`config.mk`:
```
export PLATFORM = sky130hd
export DESIGN_NAME = sample_fifo_flat
export DESIGN_NICKNAME = d
export VERILOG_FILES = /design/src/rtl/sample_fifo_pkg.sv /design/src/rtl/sample_fifo_if.sv /design/src/rtl/sample_fifo_mem.sv /design/src/rtl/sample_fifo.sv /design/src/flat_wrapper.sv
export SDC_FILE = /design/constraint.sdc
export NUM_CORES = 1
export LEC_CHECK = 0
export ABC_AREA = 1
export BUFFER_PORTS_ARGS = -buffer_cell sky130_fd_sc_hd__buf_2
export CORE_MARGIN = 4
export CORE_UTILIZATION = 35
export CTS_BUF_LIST = sky130_fd_sc_hd__clkbuf_2 sky130_fd_sc_hd__clkbuf_4 sky130_fd_sc_hd__clkbuf_8
export DETAILED_ROUTE_END_ITERATION = 8
export PLACE_DENSITY = 0.51
export SLEW_MARGIN = 15
export SYNTH_ARGS = -nofsm -noshare
export SYNTH_HDL_FRONTEND = slang
export SYNTH_SLANG_ARGS = --single-unit
```
`constraint.sdc`:
```
create_clock -name clk -period 4.65 [get_ports clk]
set_input_delay 0.6975 -clock clk [delete_from_list [all_inputs] [get_ports clk]]
set_output_delay 0.6975 -clock clk [all_outputs]
set_load 0.1 [all_outputs]
```
`src/rtl/sample_fifo_pkg.sv`:
```
// Shared constants for the sample FIFO: default geometry and drop counter width.
package sample_fifo_pkg;

    localparam int unsigned DEF_DATA_WIDTH = 16;
    localparam int unsigned DEF_ADDR_WIDTH = 3;
    localparam int unsigned DEF_CHANNELS   = 1;
    localparam int unsigned DROP_CNT_W     = 16;

endpackage : sample_fifo_pkg

```
`src/rtl/sample_fifo_if.sv`:
```
// Handshake, data and status bundle between a sample FIFO and its users.
interface sample_fifo_if
    import sample_fifo_pkg::*;
#(
    parameter int unsigned DATA_WIDTH = DEF_DATA_WIDTH,
    parameter int unsigned ADDR_WIDTH = DEF_ADDR_WIDTH,
    parameter int unsigned CHANNELS   = DEF_CHANNELS
) ();

    localparam int unsigned ENTRY_W = CHANNELS * DATA_WIDTH;
    localparam int unsigned CNT_W   = ADDR_WIDTH + 1;

    logic                  flush;
    logic                  wr_valid;
    logic                  wr_ready;
    logic [ENTRY_W-1:0]    wr_data;
    logic                  rd_valid;
    logic                  rd_ready;
    logic [ENTRY_W-1:0]    rd_data;
    logic [CNT_W-1:0]      fifo_count;
    logic [ADDR_WIDTH-1:0] wr_ptr;
    logic [ADDR_WIDTH-1:0] rd_ptr;
    logic                  almost_full;
    logic                  almost_empty;
    logic                  overflow;

    // Producer/consumer side.
    modport master (
        output flush, wr_valid, wr_data, rd_ready,
        input  wr_ready, rd_valid, rd_data, fifo_count, wr_ptr, rd_ptr,
               almost_full, almost_empty, overflow
    );

    // FIFO side.
    modport slave (
        input  flush, wr_valid, wr_data, rd_ready,
        output wr_ready, rd_valid, rd_data, fifo_count, wr_ptr, rd_ptr,
               almost_full, almost_empty, overflow
    );

endinterface : sample_fifo_if

```
`src/rtl/sample_fifo_mem.sv`:
```
// Simple dual-port storage: synchronous write, asynchronous read, not reset.
module sample_fifo_mem #(
    parameter int unsigned WIDTH      = 16,
    parameter int unsigned ADDR_WIDTH = 3
) (
    input  logic                  clk,
    input  logic                  we_i,
    input  logic [ADDR_WIDTH-1:0] waddr_i,
    input  logic [WIDTH-1:0]      wdata_i,
    input  logic [ADDR_WIDTH-1:0] raddr_i,
    output logic [WIDTH-1:0]      rdata_o
);

    localparam int unsigned DEPTH = 1 << ADDR_WIDTH;

    logic [WIDTH-1:0] mem_q [DEPTH];

    // Write port: store one entry on an accepted write.
    always_ff @(posedge clk) begin
        if (we_i) begin
            mem_q[waddr_i] <= wdata_i;
        end
    end

    assign rdata_o = mem_q[raddr_i];

endmodule : sample_fifo_mem

```
`src/rtl/sample_fifo.sv`:
```
// Multi-lane first-word-fall-through sample FIFO with threshold flags and sticky
// overflow. Define SAMPLE_FIFO_DROP_CNT_EN to add a saturating drop_count output.
module sample_fifo
    import sample_fifo_pkg::*;
#(
    parameter int unsigned DATA_WIDTH    = DEF_DATA_WIDTH,
    parameter int unsigned ADDR_WIDTH    = DEF_ADDR_WIDTH,
    parameter int unsigned CHANNELS      = DEF_CHANNELS,
    parameter int unsigned AFULL_THRESH  = (1 << ADDR_WIDTH) - 2,
    parameter int unsigned AEMPTY_THRESH = 2
) (
    input  logic                  clk,
    input  logic                  reset_n,
    sample_fifo_if.slave          bus
`ifdef SAMPLE_FIFO_DROP_CNT_EN
    ,
    output logic [DROP_CNT_W-1:0] drop_count
`endif
);

    localparam int unsigned DEPTH   = 1 << ADDR_WIDTH;
    localparam int unsigned CNT_W   = ADDR_WIDTH + 1;
    localparam int unsigned ENTRY_W = CHANNELS * DATA_WIDTH;

    logic [CNT_W-1:0]      count_q,   count_d;
    logic [ADDR_WIDTH-1:0] wr_ptr_q,  wr_ptr_d;
    logic [ADDR_WIDTH-1:0] rd_ptr_q,  rd_ptr_d;
    logic                  overflow_q, overflow_d;

    logic full_c;
    logic empty_c;
    logic wr_en_c;
    logic rd_en_c;

    assign full_c  = (count_q == CNT_W'(DEPTH));
    assign empty_c = (count_q == CNT_W'(0));
    // Flush overrides both handshakes in the same cycle.
    assign wr_en_c = bus.wr_valid && !full_c  && !bus.flush;
    assign rd_en_c = bus.rd_ready && !empty_c && !bus.flush;

    // Next-state for pointers, occupancy and sticky overflow.
    always_comb begin
        count_d    = count_q;
        wr_ptr_d   = wr_ptr_q;
        rd_ptr_d   = rd_ptr_q;
        overflow_d = overflow_q | (bus.wr_valid & full_c);

        if (wr_en_c) begin
            wr_ptr_d = wr_ptr_q + ADDR_WIDTH'(1);
        end
        if (rd_en_c) begin
            rd_ptr_d = rd_ptr_q + ADDR_WIDTH'(1);
        end
        case ({wr_en_c, rd_en_c})
            2'b10:   count_d = count_q + CNT_W'(1);
            2'b01:   count_d = count_q - CNT_W'(1);
            default: count_d = count_q;
        endcase

        if (bus.flush) begin
            count_d  = '0;
            wr_ptr_d = '0;
            rd_ptr_d = '0;
        end
    end

    // State registers with synchronous active-low reset.
    always_ff @(posedge clk) begin
        if (!reset_n) begin
            count_q    <= '0;
            wr_ptr_q   <= '0;
            rd_ptr_q   <= '0;
            overflow_q <= 1'b0;
        end else begin
            count_q    <= count_d;
            wr_ptr_q   <= wr_ptr_d;
            rd_ptr_q   <= rd_ptr_d;
            overflow_q <= overflow_d;
        end
    end

    sample_fifo_mem #(
        .WIDTH      (ENTRY_W),
        .ADDR_WIDTH (ADDR_WIDTH)
    ) u_mem (
        .clk     (clk),
        .we_i    (wr_en_c),
        .waddr_i (wr_ptr_q),
        .wdata_i (bus.wr_data),
        .raddr_i (rd_ptr_q),
        .rdata_o (bus.rd_data)
    );

    assign bus.wr_ready     = !full_c;
    assign bus.rd_valid     = !empty_c;
    assign bus.fifo_count   = count_q;
    assign bus.wr_ptr       = wr_ptr_q;
    assign bus.rd_ptr       = rd_ptr_q;
    assign bus.overflow     = overflow_q;
    assign bus.almost_full  = (count_q >= CNT_W'(AFULL_THRESH));
    assign bus.almost_empty = (count_q <= CNT_W'(AEMPTY_THRESH));

`ifdef SAMPLE_FIFO_DROP_CNT_EN
    logic [DROP_CNT_W-1:0] drop_q, drop_d;

    // Count refused writes, holding at all-ones; flush does not clear it.
    always_comb begin
        drop_d = drop_q;
        if (bus.wr_valid && full_c && (drop_q != {DROP_CNT_W{1'b1}})) begin
            drop_d = drop_q + DROP_CNT_W'(1);
        end
    end

    // Drop counter register.
    always_ff @(posedge clk) begin
        if (!reset_n) begin
            drop_q <= '0;
        end else begin
            drop_q <= drop_d;
        end
    end

    assign drop_count = drop_q;
`endif

endmodule : sample_fifo
```
`src/flat_wrapper.sv`:
```
// flat-port wrapper written by rule: the top's interface ports become plain ports
module sample_fifo_flat import sample_fifo_pkg::*;
#(
    parameter int unsigned DATA_WIDTH    = DEF_DATA_WIDTH,
    parameter int unsigned ADDR_WIDTH    = DEF_ADDR_WIDTH,
    parameter int unsigned CHANNELS      = DEF_CHANNELS,
    parameter int unsigned AFULL_THRESH  = (1 << ADDR_WIDTH) - 2,
    parameter int unsigned AEMPTY_THRESH = 2
)
  (clk, reset_n, bus_flush, bus_wr_valid, bus_wr_data, bus_rd_ready, bus_wr_ready, bus_rd_valid, bus_rd_data, bus_fifo_count, bus_wr_ptr, bus_rd_ptr, bus_almost_full, bus_almost_empty, bus_overflow);
  sample_fifo_if #(.DATA_WIDTH(DATA_WIDTH), .ADDR_WIDTH(ADDR_WIDTH), .CHANNELS(CHANNELS)) bus_i ();
  input  logic clk;
  input  logic reset_n;
  input wire logic [$bits(bus_i.flush)-1:0] bus_flush;
  input wire logic [$bits(bus_i.wr_valid)-1:0] bus_wr_valid;
  input wire logic [$bits(bus_i.wr_data)-1:0] bus_wr_data;
  input wire logic [$bits(bus_i.rd_ready)-1:0] bus_rd_ready;
  output wire logic [$bits(bus_i.wr_ready)-1:0] bus_wr_ready;
  output wire logic [$bits(bus_i.rd_valid)-1:0] bus_rd_valid;
  output wire logic [$bits(bus_i.rd_data)-1:0] bus_rd_data;
  output wire logic [$bits(bus_i.fifo_count)-1:0] bus_fifo_count;
  output wire logic [$bits(bus_i.wr_ptr)-1:0] bus_wr_ptr;
  output wire logic [$bits(bus_i.rd_ptr)-1:0] bus_rd_ptr;
  output wire logic [$bits(bus_i.almost_full)-1:0] bus_almost_full;
  output wire logic [$bits(bus_i.almost_empty)-1:0] bus_almost_empty;
  output wire logic [$bits(bus_i.overflow)-1:0] bus_overflow;
  assign bus_i.flush = bus_flush;
  assign bus_i.wr_valid = bus_wr_valid;
  assign bus_i.wr_data = bus_wr_data;
  assign bus_i.rd_ready = bus_rd_ready;
  assign bus_wr_ready = bus_i.wr_ready;
  assign bus_rd_valid = bus_i.rd_valid;
  assign bus_rd_data = bus_i.rd_data;
  assign bus_fifo_count = bus_i.fifo_count;
  assign bus_wr_ptr = bus_i.wr_ptr;
  assign bus_rd_ptr = bus_i.rd_ptr;
  assign bus_almost_full = bus_i.almost_full;
  assign bus_almost_empty = bus_i.almost_empty;
  assign bus_overflow = bus_i.overflow;
  sample_fifo #(.DATA_WIDTH(DATA_WIDTH), .ADDR_WIDTH(ADDR_WIDTH), .CHANNELS(CHANNELS), .AFULL_THRESH(AFULL_THRESH), .AEMPTY_THRESH(AEMPTY_THRESH)) u_core (.clk(clk), .reset_n(reset_n), .bus(bus_i));
endmodule
```
==> results.md, run 1 <==
- Status: completed
- Core outline area: 0.01600 mm²
- Post-synth cell types: 27
- Critical Path Slowest Stage Cell: dfxtp_2
- DP HPWL: about 7 mm
- Async S/R FF share, synth: 0%
- Mean Syn Cell Area: roughly 12 µm²
- DIE AREA: roughly 0.019 mm²
- Synth Instances: around 470
- Area Growth Syn to Fin: 14.43%
- R2r endpoint: u_core.bus.fifo_count[2]
- Die Ht: between 100 and 150 µm
- Pre-Repair DR Iteration Count: 4
- Setup CP Type: flip-flop to output port
- Global-route wire length before repair: 19.15 mm
- Most common cell in the netlist: edfxtp_1
- Setup crit end: bus_rd_data[9]
- Initial antenna violation count: 0
- FF/Latch Area: just over 0.004 mm²
- Nets: 552
- PortBufs: 51
- Worst hold start: u_core.bus.overflow
- Max incr delay on CP: roughly 770 ps
- Bufs on Longest Clock Path: 2
- Max Clk Rate: 295.6 MHz
- Antenna-violating nets left: 0
- Pwr dens: a little under 400 mW/mm²
- Top_reg_cell synth: edfxtp_1
- Worst reg2reg startpoint: u_core.bus.fifo_count[0]
- Pleak: approximately 2.3 nW
- Worst Setup End Kind: output port
- Slew Limit Fails: 0
- Yosys synthesis warning count: 0
- GRT Residual Overflow: 0
- Top cell type's share of synthesized area: 66.68%
- Worst EP required: 3950 ps
- Fillers: ~1600
- I/O Pins: 52
- Number of global-route vias before repair: about 3600
- Starting Density: 36.03%
- Die Wd: 136.3 µm
- Post-CTS Resized: 0
- Area contributors post-synth: edfxtp_1 (67%), nor2_1 (4.9%), dfxtp_1 (4.9%), o21ai_0 (4.9%), nand2_1 (4.6%)
- Post-synth EDFFs: between 100 and 150
- Hold-fix buffer count after cts: 0
- Pin slew with the least headroom to its limit: 1107 ps
- Cell Area, Synth: approximately 0.0058 mm²
- Critical path launch point type: flip-flop
- Post-DR vias/cell: 4.730
- Largest area contributor in the netlist: edfxtp_1
- Clock root cell: clkbuf_8
- Syn Nets: 494
- Clock Latency Late Sink: approximately 440 ps
- Slew headroom: between 20% and 30%
- Worst R2R Setup Slack: ~2500 ps
- CTS tree: built
- Cells on worst reg2reg path: 14
- Largest net degree at the start of global routing: 65
- Fraction of layout cells with a size suffix above 1: 19.11%
- HP Class: flip-flop to flip-flop
- Fin crit share: between 70 and 80%
- Final setup viols: 0
- Antenna diode count: 0
- Post-route setup TNS: 0 ps
- CTS buffer count: 17
- Via count: approximately 3600
- Hold slack final: ~450 ps
- CP Data Arrival Time: 2690 ps
- CP Cell Sequence: buf_4 -> nor2_1 -> nor2_1 -> o21ai_0 -> o21ai_1 -> nand2_1 -> nand2_1 -> buf_2
- Post-synthesis register bit count: 142
- Global-route usage over all layers: ~14%
- Max-cap check violation count: 0
- DRC: 0
- Post-CTS Setup Inserts: 0
- Drt wl/cell: about 16 µm
- Max FO, Critical Path: 35
- DRT iter0 DRCs: between 200 and 250
- Worst IR Drop VDD: approximately 0.00016 V
- GPL Wtd Cong: between 0.7 and 0.8
- Minimum clock period: around 3400 ps
- Final hold violation count: 0
- FP Rows: 46
- Multi-input gate area: ~0.0014 mm²
- WL final: 12.16 mm
- CTS Sinks: 142
- # H-tree levels: 4
- Seq/Total Area, Yosys: a little under three quarters
- RSZ-0062 raised after global routing: no
- Clock skew: 8.205 ps
- CTS clk-pin slew, worst paths: roughly 80 ps
- Synth top cells by count: edfxtp_1 (128), nor2_1 (75), nand2_1 (71)
## metrics by stage
step / utilization [%] / cells / power (W) / instance area, µm² / worst slack [ps]
after CTS: 41.23 / 755 / 0.002607 / 6596 / 1179
after floorplan: - / 468 / 0.001618 / 5764 / 641.4
after global placement: 38.85 / 723 / 0.001667 / 6216 / 1705
after detailed placement: 38.85 / 723 / 0.001670 / 6216 / 1683
final: 41.23 / 755 / 0.002574 / 6596 / 1267
after global routing: 41.23 / 755 / 0.002689 / 6596 / 977.8
## worst min-delay path by stage
stage,endpoint,depth (start not counted)
floorplan,u_core.u_mem.mem_q[0][0],0
global placement,u_core.bus.overflow,2
detailed placement,u_core.bus.overflow,2
CTS,u_core.bus.overflow,2
global route,u_core.bus.overflow,3
finish,u_core.bus.overflow,2
## per-layer routing
metal	vias to the layer above	track usage, %	wire length, µm
li1	1772	-	-
met1	1727	16.95	5286
met2	57	23.69	6218
met3	15	4.330	501
met4	0	4.703	157
met5	-	0	0
## kinds of logic (layout without fill, tap and decap cells)
group / count (synthesis) / count (layout) / share of synthesized area [%]
adder cells (fa/ha/maj): 5 / 5 / 1.085
AO/OA/AOI/OAI: 100 / 100 / 9.030
flip-flops: 142 / 142 / 71.54
AND/OR/NAND/NOR: 159 / 159 / 11.07
multiplexers: 16 / 16 / 2.778
buffers and inverters: 43 / 114 / 4.037
XOR/XNOR: 3 / 3 / 0.4559
## sequential cells by signal (all words and copies together), names as in the netlist, named ones only
signal,cells
u_core.bus.fifo_count,4
u_core.u_mem.mem_q,128
u_core.bus.overflow,1
u_core.bus.rd_ptr,3
u_core.bus.wr_ptr,3
## cell usage in the layout, fill, tap and decap left out, types with 2 or more instances in the layout
cell	n
a21oi_1	13
buf_2	51
buf_4	10
bufinv_16	2
clkbuf_8	17
clkinv_1	3
clkinv_2	2
clkinv_4	3
clkinvlp_4	4
dfxtp_1	12
dfxtp_2	2
edfxtp_1	128
ha_1	5
inv_1	18
inv_2	2
mux2i_1	16
nand2_1	71
nand2_2	3
nand3_1	4
nor2_1	75
nor2_2	2
nor2_4	2
o21ai_0	56
o21ai_1	15
o22ai_1	16
xnor2_1	2
## worst max-delay path, delay by kind of cell, from the launching register on
| family | cells | cell delay [ps] |
|---|---|---|
| AO/OA/AOI/OAI | 2 | 190 |
| buffers and inverters | 2 | 920 |
| AND/OR/NAND/NOR | 4 | 360 |
| flip-flops | 1 | 770 |
## cell type report
class	instances	share of cell area [%]
well taps	216	4.097
clock buffers	17	3.547
clock inverters	15	2.219
inverters	21	1.233
repair buffers	61	5.008
flip-flops and latches	142	62.56
multi-input cells	283	21.34
## power breakdown
group / switching, W / internal [W] / total, W
clock: 0.000464 / 0.000471 / 0.000935
sequential: 0.0000103 / 0.00140 / 0.00141
combinational: 0.000185 / 0.0000424 / 0.000228
Power figures use the tool's default switching activity.
==> inputs of run 2 (changes only) <==
==> constraint.sdc (replaced) <==
create_clock -name clk -period 3.4 [get_ports clk]
set_input_delay 0.51 -clock clk [delete_from_list [all_inputs] [get_ports clk]]
set_output_delay 0.51 -clock clk [all_outputs]
set_load 0.1 [all_outputs]
==> run 2 against run 1 <==
Against the previous run: setup slack got worse by 630 ps; sequential power increased by 37%; total power grew 39%; combinational power grew 39%; die area unchanged; clock skew about the same; global-route usage decreased by 0.11 points; critical path depth did not move; sequential share of layout area is 0.44 points lower; via count is 0.95% higher; cell count rose by 0.53%; count of clock-buffer cells in the layout is 2 higher.
==> results.md, run 2 (synthesis gave the netlist of run 1 again) <==
- Post-CTS Setup Inserts: 0
- CTS tree: built
- Clock root cell: clkbuf_8
- Antenna diode count: 0
- RSZ-0062 raised after global routing: no
- Die Ht: 136.3 µm
- FF/Latch Area: between 0.004 and 0.005 mm²
- HP Class: input pin to flip-flop
- I/O Pins: 52
- Nets: about 560
- Post-CTS Resized: 0
- PortBufs: 51
- Area Growth Syn to Fin: 15.24%
- CP Cell Sequence: buf_4 -> nor2_1 -> nor2_1 -> o21ai_0 -> o21ai_1 -> nand2_1 -> nand2_1 -> buf_2
- Pin slew with the least headroom to its limit: 696.3 ps
- Worst EP required: around 2900 ps
- DP HPWL: between 7 and 8 mm
- Pwr dens: approximately 540 mW/mm²
- Clock Latency Late Sink: ~430 ps
- Number of global-route vias before repair: 3541
- Minimum clock period: around 2800 ps
- M1 wire length: 5.460 mm
- DRC: 0
- Initial antenna violation count: 1
- CP Data Arrival Time: around 2300 ps
- Clock skew: ~8 ps
- Pre-Repair DR Iteration Count: 4
- Starting Density: around 36%
- Setup CP Type: flip-flop to output port
- Biggest register: u_core.u_mem.mem_q
- Worst hold start: reset_n
- GRT Residual Overflow: 0
- Fraction of layout cells with a size suffix above 1: between 10% and 20%
- Bufs on Longest Clock Path: 2
- Max FO, Critical Path: 18
- Area of placed instances: between 0.006 and 0.007 mm²
- WL final: ~12 mm
- GPL Wtd Cong: 0.7808
- Max-cap check violation count: 0
- Pleak: ~2.4 nW
- Worst Setup End Kind: output port
- Max Clk Rate: around 360 MHz
- DIE AREA: 0.01859 mm²
- Drt wl/cell: 15.87 µm
- Via count: 3605
- Multi-input gate area: approximately 0.0014 mm²
- Fin crit share: between 80 and 90%
- Largest net degree at the start of global routing: 49
- Fillers: 1533
- Post-DR vias/cell: 4.750
- DR WL met3: ~460 µm
- Max incr delay on CP: approximately 570 ps
- CTS buffer count: 17
- Critical path launch point type: flip-flop
- Antenna-violating nets left: 0
- CTS Sinks: between 100 and 150
- Fin area: ~0.0066 mm²
- Cells on worst reg2reg path: 14
- Max reg flops: between 100 and 150
- Top layer in use: met5
- Slew headroom: between 50% and 60%
- Core outline area: around 0.016 mm²
- Post-route setup TNS: 0 ps
- CTS clk-pin slew, worst paths: around 70 ps
- FP Rows: 46
- Worst IR Drop VDD: between 0.0002 and 0.0003 V
- Most frequent cells in the layout: edfxtp_1 (128), nor2_1 (75), nand2_1 (71)
- Commonest non-fill, non-tap cell in the layout: edfxtp_1
- Die Wd: approximately 140 µm
- Post-Place Worst Slack: around 1000 ps
- # H-tree levels: 4
- Global-route usage over all layers: 13.87%
- Final hold violation count: 0
- Global-route wire length before repair: 18.95 mm
- Slew Limit Fails: 0
- Metal2 WL: between 5 and 6 mm
- Hold-fix buffer count after cts: 0
- Status: completed
- Hold path cells: 3
- Final worst slack: between 600 and 700 ps
- DRT iter0 DRCs: approximately 270
- Final setup viols: 0
- Critical Path Slowest Stage Cell: dfxtp_2
- Worst reg2reg startpoint: u_core.bus.fifo_count[0]
## run 2: changes by cell type in the layout (fill, tap and decap cells not counted), sizes merged
cell | before | now
buf | 61 | 65
clkinvlp | 4 | 1
clkbuf | 17 | 19
bufinv | 2 | 3
clkinv | 8 | 9
inv | 22 | 21
## run 2: layer usage
metal,vias to the layer above,track usage [%]
met2,71,22.92
li1,1783,-
met1,1733,16.98
met5,-,0
met4,2,6.047
met3,16,3.923
## run 2: final cells by class
cell class / instances / share of cell area (%)
Clock buffer: 19 / 3.748
Clock inverter: 13 / 2.223
Inverter: 21 / 1.224
Multi-Input combinational cell: 283 / 21.19
Sequential cell: 142 / 62.12
Tap cell: 216 / 4.069
Timing Repair Buffer: 65 / 5.425
## run 2: worst max-delay path, delay by kind of cell, from the launching register on
family                 cells  cell delay [ps]
AO/OA/AOI/OAI              2              190
buffers and inverters      2              750
flip-flops                 1              570
AND/OR/NAND/NOR            4              310
## run 2: metrics by stage
stage / hold WS (ps) / std cells / utilization, % / total power, W
global route: 307.0 / 759 / 41.52 / 0.003725
detailed placement: 450.2 / 727 / 39.04 / 0.002286
floorplan: 608.9 / 468 / - / 0.002213
global placement: 433.9 / 727 / 39.04 / 0.002281
finish: 327.5 / 759 / 41.52 / 0.003571
CTS: 297.2 / 759 / 41.52 / 0.003616
## run 2: worst paths after layout
check                                                end  slack [ps]
worst max-delay path                     bus_rd_data[15]         630
worst min-delay path                 u_core.bus.overflow         330
worst max register to register  u_core.bus.fifo_count[2]        1240
worst min register to register       u_core.bus.overflow         460
## run 2: power by group
part           internal [W]  total [W]  leakage (nW)  switching [W]
Combinational     0.0000592   0.000316         0.906       0.000256
Clock              0.000731    0.00133         0.205       0.000597
Sequential          0.00192    0.00193          1.27      0.0000116
